<file path="config.mk">
export PLATFORM = sky130hd
export DESIGN_NAME = timer_ctrl_flat
export DESIGN_NICKNAME = d
export VERILOG_FILES = /design/src/rtl/timer_pkg.sv /design/src/rtl/timer_ctrl_if.sv /design/src/rtl/timer_ctrl_counter.sv /design/src/rtl/timer_ctrl.sv /design/src/flat_wrapper.sv
export SDC_FILE = /design/constraint.sdc
export NUM_CORES = 1
export LEC_CHECK = 0
export CORE_UTILIZATION = 26
export DETAILED_ROUTE_END_ITERATION = 6
export MAX_ROUTING_LAYER = met4
export SYNTH_ARGS = -nofsm -noshare
export SYNTH_HDL_FRONTEND = slang
export SYNTH_SLANG_ARGS = --single-unit
</file>
<file path="constraint.sdc">
create_clock -name clk -period 4.4 [get_ports clk]
set_clock_uncertainty 0.05 [all_clocks]
set_input_delay 0.88 -clock clk [delete_from_list [all_inputs] [get_ports clk]]
set_output_delay 0.88 -clock clk [all_outputs]
set_load 0.05 [all_outputs]
</file>
<file path="src/rtl/timer_pkg.sv">
// Shared encodings for the timer controller: operating modes, FSM states and
// the mode bit positions used to decode direction and repeat behaviour.
package timer_pkg;

   typedef enum logic [1:0] {
      MODE_OS_UP  = 2'b00,
      MODE_PER_UP = 2'b01,
      MODE_OS_DN  = 2'b10,
      MODE_PER_DN = 2'b11
   } mode_e;

   typedef enum logic [1:0] {
      ST_IDLE = 2'b00,
      ST_LOAD = 2'b01,
      ST_RUN  = 2'b10
   } state_e;

   localparam int MODE_DOWN_BIT     = 1;
   localparam int MODE_PERIODIC_BIT = 0;

endpackage

</file>
<file path="src/rtl/timer_ctrl_if.sv">
// Config/status bundle between the register block (master) and the timer
// controller (slave).
interface timer_ctrl_if
   import timer_pkg::*;
#(
   parameter int BITS     = 16,
   parameter int PSC_BITS = 8
) ();

   logic                start;
   logic                stop;
   mode_e               mode;
   logic [BITS-1:0]     period;
   logic [PSC_BITS-1:0] prescale;
   logic                irq_clr;
   logic                busy;
   logic [BITS-1:0]     count;
   logic                tick;
   logic                done;
   logic                irq;

   modport master (
      output start, stop, mode, period, prescale, irq_clr,
      input  busy, count, tick, done, irq
   );

   modport slave (
      input  start, stop, mode, period, prescale, irq_clr,
      output busy, count, tick, done, irq
   );

endinterface

</file>
<file path="src/rtl/timer_ctrl_counter.sv">
// Library up/down counter with synchronous load, wrap at top (up) or reload
// of top at zero (down), and a combinational terminal (overflow) flag.
module timer_ctrl_counter #(
   parameter int BITS = 16
) (
   input  logic            clk,
   input  logic            rst,
   input  logic            i_load,
   input  logic [BITS-1:0] i_load_val,
   input  logic            i_ena,
   input  logic            i_updown,
   input  logic [BITS-1:0] i_top,
   output logic [BITS-1:0] o_count,
   output logic            o_ovf
);

   logic [BITS-1:0] r_count;
   logic            w_ovf;

   assign w_ovf = i_updown ? (r_count == i_top) : (r_count == '0);

   // NOTE: sequential state uses non-blocking assignments so every register
   // samples its inputs from before the edge.
   always_ff @(posedge clk or negedge rst) begin
      if (!rst) begin
         r_count <= '0;
      end else if (i_load) begin
         r_count <= i_load_val;
      end else if (i_ena) begin
         if (w_ovf)
            r_count <= i_updown ? '0 : i_top;
         else
            r_count <= i_updown ? r_count + BITS'(1) : r_count - BITS'(1);
      end
   end

   assign o_count = r_count;
   assign o_ovf   = w_ovf;

endmodule

</file>
<file path="src/rtl/timer_ctrl.sv">
// Timer controller: latches config on start, sequences LOAD/RUN of the library
// counter through a prescaler, and reports tick, one-shot done and sticky irq.
module timer_ctrl
   import timer_pkg::*;
#(
   parameter int BITS     = 16,
   parameter int PSC_BITS = 8
) (
   input  logic         clk,
   input  logic         rst,
   timer_ctrl_if.slave  bus
);

   state_e              r_state;
   state_e              w_state_nxt;
   mode_e               r_mode;
   logic [BITS-1:0]     r_period;
   logic [PSC_BITS-1:0] r_psc;
   logic [PSC_BITS-1:0] r_psc_cnt;
   logic                r_tick;
   logic                r_done;
   logic                r_irq;

   logic                w_start_acc;
   logic                w_step;
   logic                w_down;
   logic                w_periodic;
   logic                w_load;
   logic                w_ena;
   logic                w_tick_nxt;
   logic                w_done_nxt;
   logic [BITS-1:0]     w_count;
   logic                w_ovf;

   // A simultaneous stop cancels the start.
   assign w_start_acc = bus.start & ~bus.stop;
   assign w_step      = (r_psc_cnt == r_psc);
   assign w_down      = r_mode[MODE_DOWN_BIT];
   assign w_periodic  = r_mode[MODE_PERIODIC_BIT];

   always_ff @(posedge clk or negedge rst) begin
      if (!rst) r_state <= ST_IDLE;
      else      r_state <= w_state_nxt;
   end

   // NOTE: every output of this block is given a default first, so no path
   // leaves one unassigned and no latch is inferred.
   always_comb begin
      w_state_nxt = r_state;
      w_load      = 1'b0;
      w_ena       = 1'b0;
      w_tick_nxt  = 1'b0;
      w_done_nxt  = 1'b0;
      case (r_state)
         ST_IDLE: begin
            if (w_start_acc) w_state_nxt = ST_LOAD;
         end
         ST_LOAD: begin
            w_load = 1'b1;
            if (bus.stop)       w_state_nxt = ST_IDLE;
            else if (bus.start) w_state_nxt = ST_LOAD;
            else                w_state_nxt = ST_RUN;
         end
         ST_RUN: begin
            if (bus.stop) begin
               w_state_nxt = ST_IDLE;
            end else if (bus.start) begin
               w_state_nxt = ST_LOAD;
            end else if (w_step) begin
               if (w_ovf) begin
                  w_tick_nxt = 1'b1;
                  // One-shot holds its terminal value instead of wrapping.
                  if (w_periodic) begin
                     w_ena = 1'b1;
                  end else begin
                     w_done_nxt  = 1'b1;
                     w_state_nxt = ST_IDLE;
                  end
               end else begin
                  w_ena = 1'b1;
               end
            end
         end
         default: w_state_nxt = ST_IDLE;
      endcase
   end

   always_ff @(posedge clk or negedge rst) begin
      if (!rst) begin
         r_mode   <= MODE_OS_UP;
         r_period <= '0;
         r_psc    <= '0;
      end else if (w_start_acc) begin
         r_mode   <= bus.mode;
         r_period <= bus.period;
         r_psc    <= bus.prescale;
      end
   end

   always_ff @(posedge clk or negedge rst) begin
      if (!rst) begin
         r_psc_cnt <= '0;
      end else if (r_state == ST_LOAD) begin
         r_psc_cnt <= '0;
      end else if (r_state == ST_RUN) begin
         r_psc_cnt <= w_step ? '0 : r_psc_cnt + PSC_BITS'(1);
      end
   end

   // A new tick takes priority over a coincident irq_clr.
   always_ff @(posedge clk or negedge rst) begin
      if (!rst) begin
         r_tick <= 1'b0;
         r_done <= 1'b0;
         r_irq  <= 1'b0;
      end else begin
         r_tick <= w_tick_nxt;
         r_done <= w_done_nxt;
         r_irq  <= w_tick_nxt | (r_irq & ~bus.irq_clr);
      end
   end

   timer_ctrl_counter #(
      .BITS (BITS)
   ) u_counter (
      .clk        (clk),
      .rst        (rst),
      .i_load     (w_load),
      .i_load_val (w_down ? r_period : '0),
      .i_ena      (w_ena),
      .i_updown   (~w_down),
      .i_top      (r_period),
      .o_count    (w_count),
      .o_ovf      (w_ovf)
   );

   assign bus.busy  = (r_state != ST_IDLE);
   assign bus.count = w_count;
   assign bus.tick  = r_tick;
   assign bus.done  = r_done;
   assign bus.irq   = r_irq;

endmodule

</file>
<file path="src/flat_wrapper.sv">
// flat-port wrapper written by rule: the top's interface ports become plain ports
module timer_ctrl_flat import timer_pkg::*;
#(
   parameter int BITS     = 16,
   parameter int PSC_BITS = 8
)
  (clk, rst, bus_start, bus_stop, bus_mode, bus_period, bus_prescale, bus_irq_clr, bus_busy, bus_count, bus_tick, bus_done, bus_irq);
  timer_ctrl_if #(.BITS(BITS), .PSC_BITS(PSC_BITS)) bus_i ();
  input  logic clk;
  input  logic rst;
  input wire logic [$bits(bus_i.start)-1:0] bus_start;
  input wire logic [$bits(bus_i.stop)-1:0] bus_stop;
  input wire logic [$bits(bus_i.mode)-1:0] bus_mode;
  input wire logic [$bits(bus_i.period)-1:0] bus_period;
  input wire logic [$bits(bus_i.prescale)-1:0] bus_prescale;
  input wire logic [$bits(bus_i.irq_clr)-1:0] bus_irq_clr;
  output wire logic [$bits(bus_i.busy)-1:0] bus_busy;
  output wire logic [$bits(bus_i.count)-1:0] bus_count;
  output wire logic [$bits(bus_i.tick)-1:0] bus_tick;
  output wire logic [$bits(bus_i.done)-1:0] bus_done;
  output wire logic [$bits(bus_i.irq)-1:0] bus_irq;
  assign bus_i.start = bus_start;
  assign bus_i.stop = bus_stop;
  assign bus_i.mode = bus_mode;
  assign bus_i.period = bus_period;
  assign bus_i.prescale = bus_prescale;
  assign bus_i.irq_clr = bus_irq_clr;
  assign bus_busy = bus_i.busy;
  assign bus_count = bus_i.count;
  assign bus_tick = bus_i.tick;
  assign bus_done = bus_i.done;
  assign bus_irq = bus_i.irq;
  timer_ctrl #(.BITS(BITS), .PSC_BITS(PSC_BITS)) u_core (.clk(clk), .rst(rst), .bus(bus_i));
endmodule
</file>
==> results_dict.tcl <==
set metrics [dict create \
    status "finished clean" \
    routabilityCongestion 0.891 \
    powerDensity_nw_per_um2 724 \
    ctsHoldBuffers 0 \
    cpLargestDelayFamily "compound AO/OA/AOI/OAI gates" \
    finalHoldViolations 0 \
    nets 444 \
    grt-ovfl-total 0 \
    n_fill_cell 1296 \
    grt_antenna_before_repair 0 \
    cp.required_ns 4.53 \
    yosys.area.top_type_share_pct 39.8 \
    cts_buffers 5 \
    vias_per_cell 4.82 \
    clk_pin_slew_ns 0.07 \
    ys_warn_count 0 \
    setup-tns-final_ns 0 \
    totalWireLength_um 8040 \
    r2r_cells 8 \
    regArea_um2 1380 \
    ir_worst_vdd_mv 0.225 \
    finalMaxSlewViolations 0 \
    grt_max_degree 56 \
    die_height_um 117 \
    synth_area_um2 3450 \
    first_pass_iters 4 \
    criticalPathCategory "flip-flop to flip-flop" \
    relSlewSlack_pct 38.2 \
    ys.flop_type "dfrtp_1" \
    grt_usage_pct 12.8 \
    finalSetupViolations 0 \
    multi_input_area_um2 1970 \
    port_buffers 50 \
    hpwl_um 6060 \
    crit_fanout 27 \
    worst-path-buf-inv 0 \
    avgRoutedWirePerCell_um 14.2 \
    grt_pass1_vias 2661 \
    areaGrowthSynthToFinish_pct 24.6 \
    synth_nets 394 \
    cts_buffer_depth 2 \
    p_total_uw 3120 \
    ios 51 \
    yosysSeqAreaShare_pct 39.8 \
    drc 0 \
    worstSetupStartpointType "flip-flop" \
    netlist_instances 343 \
    cts.sinks 55 \
    max_freq_mhz 297 \
    core-area_um2 12800 \
    cts_setup_buffers 0 \
    layout-drive-gt1-share_pct 12.2 \
    slowest_stage "dfrtp_1" \
    cts_resized 0 \
    path_cells "ha_1, a21o_1, a221oi_2, a211oi_2, a2111oi_4, nor3_1, a311o_1, a22o_1" \
    path_depth 8 \
    drv_cap 0 \
    cts-root-buf "clkbuf_16" \
    worst_pin_slew_ns 0.927 \
    insertion_delay_ns 0.29 \
    critPathMaxStageDelay_ns 0.94 \
    grt_pass1_wl_um 13300 \
    synth_cell_types 54 \
    cp.arrival_ns 3.50 \
    start_util_pct 27.0 \
    diodes 0 \
    synth_edf_count 0 \
    row_count 41 \
    cts_tree "done" \
    drt_iter0_markers 252 \
    die_area_um2 13800 \
    leakage_uw 0.00182 \
    die_x_um 117 \
    fin_crit_ns 3.36 \
    rsz0062_at_grt "no" \
    synth_area_leader_cell "dfrtp_1" \
    whs_path_depth 1 \
    synth.avg_cell_area_um2 10.1 \
    vias 2728 \
    synthArstFlopShare_pct 100 \
    layout_worst_path_cycle_share_pct 76.5 \
    ys_ff_latch 55 \
    ant_nets 0 \
    cts_htree_levels 2 \
    endpoint_kind "flip-flop" \
    synth_area_leaders "dfrtp_1, mux2_2, ha_1, xnor2_1, xor2_1" \
    hp-class "flip-flop to flip-flop" \
]
[layout make-up]
cell class                      instances  share of cell area, %
Multi-Input combinational cell        257                   45.7
Clock buffer                            6                   2.99
Clock inverter                          2                  0.291
Inverter                               19                   1.66
Sequential cell                        55                   32.0
Timing Repair Buffer                   55                   12.4
Tap cell                              172                   5.00
[worst register-to-register path: stages, from the launching register on]
cell,delay [ns]
dfrtp_1,0.94
ha_1,0.42
a21o_1,0.23
a221oi_2,0.46
a211oi_2,0.18
a2111oi_4,0.38
nor3_1,0.09
a311o_1,0.32
a22o_1,0.17
[cell usage after synthesis (7+ instances only)]
| cell type | number |
|---|---|
| a21o_1 | 8 |
| a21oi_1 | 24 |
| a311oi_1 | 7 |
| clkbuf_1 | 7 |
| dfrtp_1 | 55 |
| ha_1 | 19 |
| inv_1 | 19 |
| mux2_2 | 28 |
| nand2_1 | 12 |
| nand3_1 | 7 |
| nor2_1 | 21 |
| nor3_1 | 9 |
| o21ai_0 | 10 |
| xnor2_1 | 21 |
| xor2_1 | 16 |
[worst paths after layout]
kind	from	endpoint	slack, ns
min	u_core.r_mode[0]	u_core.bus.done	0.47
max	u_core.r_mode[1]	u_core.u_counter.o_count[14]	1.04
min reg2reg	u_core.r_mode[0]	u_core.bus.done	0.47
min in group asynchronous	rst	u_core.r_psc[2]	0.67
max reg2reg	u_core.r_mode[1]	u_core.u_counter.o_count[14]	1.04
max in group asynchronous	rst	u_core.u_counter.o_count[4]	3.19
[logic make-up after synthesis]
| kind of cell | count (synthesis) | share of synthesized area [%] |
|---|---|---|
| flops | 55 | 39.8 |
| fa+ha+maj | 20 | 7.46 |
| xor+xnor | 37 | 9.38 |
| compound gates | 81 | 16.6 |
| mux | 31 | 10.0 |
| simple gates | 88 | 13.3 |
| buf+inv | 31 | 3.40 |
[stage by stage]
| stage | hold WS, ns | setup slack (ns) | cells | cell area, um^2 | util (%) |
|---|---|---|---|---|---|
| floorplan | 0.405 | 1.48 | 343 | 3450 | - |
| global placement | 0.464 | 1.16 | 558 | 4160 | 32.6 |
| detailed placement | 0.461 | 1.08 | 558 | 4160 | 32.6 |
| CTS | 0.473 | 1.03 | 566 | 4300 | 33.7 |
| global route | 0.489 | 0.865 | 566 | 4300 | 33.7 |
| finish | 0.468 | 1.04 | 566 | 4300 | 33.7 |
[report_power, final]
part           switching, uW  internal [uW]  leakage [uW]  total [uW]
Combinational           1060            789       0.00109        1850
Sequential               226            645      0.000667         871
Clock                    182            211     0.0000669         393
Total                   1470           1640       0.00182        3120
[metal layers]
metal	share of wire, %	up-vias	routed length [um]	global-route usage (%)
met5	0	-	0	-
met3	3.4	10	270	1.65
met4	1.3	0	105	3.29
met1	49	1324	3930	17.5
met2	46	47	3740	19.9
li1	-	1347	-	-
[placed cells by master, fill, tap and decap left out, drive strengths merged, types with 4 or more instances in the layout]
master,netlist,final
clkdlybuf4s50,0,49
nor2,21,21
xor2,16,16
mux2,28,28
dfrtp,55,55
and2,4,4
ha,19,19
a21o,8,8
nor2b,6,6
nor3,9,9
inv,19,19
nand3,7,7
nand2b,5,5
nand2,12,12
o31ai,4,4
o21ai,11,11
xnor2,21,21
a311oi,7,7
a21oi,24,24
buf,5,6
clkbuf,7,6
nor4,5,5
and3,5,5
a31oi,5,5
nand4,5,5
[state kept, by name (all words and copies together) (netlist names)]
| name | flops |
|---|---|
| u_core.bus.irq | 1 |
| u_core.r_period | 16 |
| u_core.bus.tick | 1 |
| u_core.bus.done | 1 |
| u_core.r_mode | 2 |
| u_core.r_psc_cnt | 8 |
| u_core.r_state | 2 |
| u_core.u_counter.o_count | 16 |
| u_core.r_psc | 8 |
Power figures use the tool's default switching activity.
==> RTL edit: new RTL, config.mk and constraints unchanged <==
`PSC_BITS` is set to 8 in 3 places; all go to 10.
--- a/src/rtl/timer_ctrl_if.sv
+++ b/src/rtl/timer_ctrl_if.sv
@@ -5,5 +5,5 @@
 #(
    parameter int BITS     = 16,
-   parameter int PSC_BITS = 8
+   parameter int PSC_BITS = 10
 ) ();
 
--- a/src/rtl/timer_ctrl.sv
+++ b/src/rtl/timer_ctrl.sv
@@ -5,5 +5,5 @@
 #(
    parameter int BITS     = 16,
-   parameter int PSC_BITS = 8
+   parameter int PSC_BITS = 10
 ) (
    input  logic         clk,
--- a/src/flat_wrapper.sv
+++ b/src/flat_wrapper.sv
@@ -3,5 +3,5 @@
 #(
    parameter int BITS     = 16,
-   parameter int PSC_BITS = 8
+   parameter int PSC_BITS = 10
 )
   (clk, rst, bus_start, bus_stop, bus_mode, bus_period, bus_prescale, bus_irq_clr, bus_busy, bus_count, bus_tick, bus_done, bus_irq);
Interface: changed (resized bus_prescale); port bits go from 51 to 53. No check against the original RTL was run, so the function may have changed too.
==> RTL edit against the unedited design <==
  * Wire length rose by 21%
  * Cell area increased by 9.1%
  * Sequential cell count increased by 4
  * Combinational power is 3% lower
  * Sequential power rose by 4.0%
  * First-iteration DRC count down 23%
  * Count of clock-buffer cells in the layout increased by 7
  * Area after synthesis up 6.2%
  * Die area rose by 6.0%
  * Setup slack improved by 0.055 ns
  * Sequential share of layout area down 0.53 points
  * Synthesized cell count increased by 24%
  * Largest cell class unchanged
  * Power up 9.0%
==> RTL edit: results (changes against the unedited design) <==
The tools report the starting density of the core as 26.5% (-0.52 points). The flow ran to the end, and the final reports show no timing, DRC or antenna violations. Delay of the slowest cell on the worst path: 0.66 ns (-0.28 ns). The number of input and output port buffers inserted was 52 (+4.0%); the sum of net half-perimeters after detailed placement was 7.39 mm (+22%). The number of DRC markers in iteration 0 is 195 (-23%). Wire length of the first global-routing pass: 16.4 mm (+24%). The logs give 0.32 ns (+0.03 ns) for the insertion delay to the later sink of the worst-skew pair and 1.07 ns (-0.00986 ns) for the setup slack at placement. The mean number of vias per cell is 5.01 (+3.9%), and the all-layer global routing usage is 14.7% (+1.9 points). Counting instances in the post-synthesis netlist gives the leading cell types as 101 x nand2_1, 59 x dfrtp_1, 30 x nor2_1. For the number of distinct library cell variants in the gate-level netlist after synthesis, the log shows 47 (-13%). The headroom to the max-slew limit is 26.2% (-12 points), and the number of nets at the end of the flow is 532 (+20%). The share of cells above drive strength 1 works out to 6.00% (-6.2 points). The largest net degree at the start of global routing is 35 (-38%), and the post-synth net total is 477 (+21%). The run gives 3,400 (+28%) as the number of global-route vias before repair.

The clock slew at the register clock pins of the worst setup and hold paths was 0.05 ns (-0.02 ns); the largest voltage drop on the vdd net was 0.000248 V (+10%). The post-synthesis sequential area ratio was 40.3% (+0.42 points); the number of buffers inserted during clock tree synthesis was 9 (+4). The static leakage power was 2.09 nW (+15%); the routed wire length per instance was 14.7 microns (+3.7%).

The H-tree depth reported by CTS was 3 (+1); the final estimated routing congestion in global placement was 0.851 (-4.5%). For the buffers inserted during post-CTS setup optimization, the log shows 0 (unchanged). By area the synthesized netlist is led by dfrtp_1 40%, nand2_1 10%, xnor2_1 6.7%. The largest fanout of any net on the critical path came out at 27 (unchanged).
[RTL edit: cell types whose count changed after synthesis, sizes merged, moves of 5 or more]
cell and delta:
nand2 +89, mux2 -26, nand3 +16, a21oi -9, inv -9, nor2 +9
xnor2 +7, a31oi +6, a311oi -5
[RTL edit: path summary, 6_finish.rpt]
check / start / to / slack [ns] / depth (start not counted)
max in group asynchronous: rst / u_core.u_counter.o_count[6] / 2.87 / 2
setup reg to reg: u_core.r_mode[1] / u_core.u_counter.o_count[12] / 1.09 / 7
hold reg to reg: u_core.r_mode[0] / u_core.bus.done / 0.41 / 1
hold / removal: u_core.r_mode[0] / u_core.bus.done / 0.41 / 1
min in group asynchronous: rst / u_core.r_state[1] / 0.58 / 1
setup / recovery: u_core.r_mode[1] / u_core.u_counter.o_count[12] / 1.09 / 7
[RTL edit: final cells by class]
class	instances	area, sq um
fill	1400	9130
multi-input combinational	342	2110
sequential	59	1480
timing repair buffer	57	553
clock buffer	13	260
tap	180	225
inverter	10	37.5
clock inverter	2	35.0
[RTL edit: where the power goes]
group	switching, mW	internal (mW)	total (mW)
Sequential	0.229	0.677	0.906
Clock	0.236	0.465	0.701
Combinational	1.08	0.709	1.79
Total	1.54	1.85	3.40
[RTL edit: worst max-delay path, delay by kind of cell (launching register included)]
family / cells / cell delay, ns
AO/OA/AOI/OAI: 1 / 0.26
AND/OR/NAND/NOR: 4 / 1.34
multiplexers: 1 / 0.46
buffers and inverters: 1 / 0.39
flip-flops: 1 / 0.66
[RTL edit: kinds of logic (layout without fill, tap and decap cells)]
family                     Yosys count  in the layout  share of synthesized area (%)
and+or+nand+nor                    199            199                           24.6
xor gates and xnor gates            40             40                           9.55
adders and majority gates           20             20                           7.03
muxes                                4              4                           1.16
buffers and inverters               23             82                           2.35
DFF                                 59             59                           40.3
AOI/OAI and AO/OA                   79             79                           15.0
[RTL edit: through the flow]
| step | instance area [sq um] | power (mW) | std cells | hold slack, ns |
|---|---|---|---|---|
| after CTS | 4690 | 3.40 | 663 | 0.409 |
| after global placement | 4400 | 2.65 | 648 | 0.408 |
| after floorplan | 3670 | 2.16 | 424 | 0.375 |
| after global routing | 4690 | 3.64 | 663 | 0.446 |
| after detailed placement | 4400 | 2.69 | 648 | 0.401 |
| final | 4690 | 3.40 | 663 | 0.409 |
[RTL edit: layer usage]
metal,share of wire [%],track usage (%)
met1,46,17.6
met5,0,-
met2,49,25.1
met4,1.3,4.32
met3,3.4,2.88
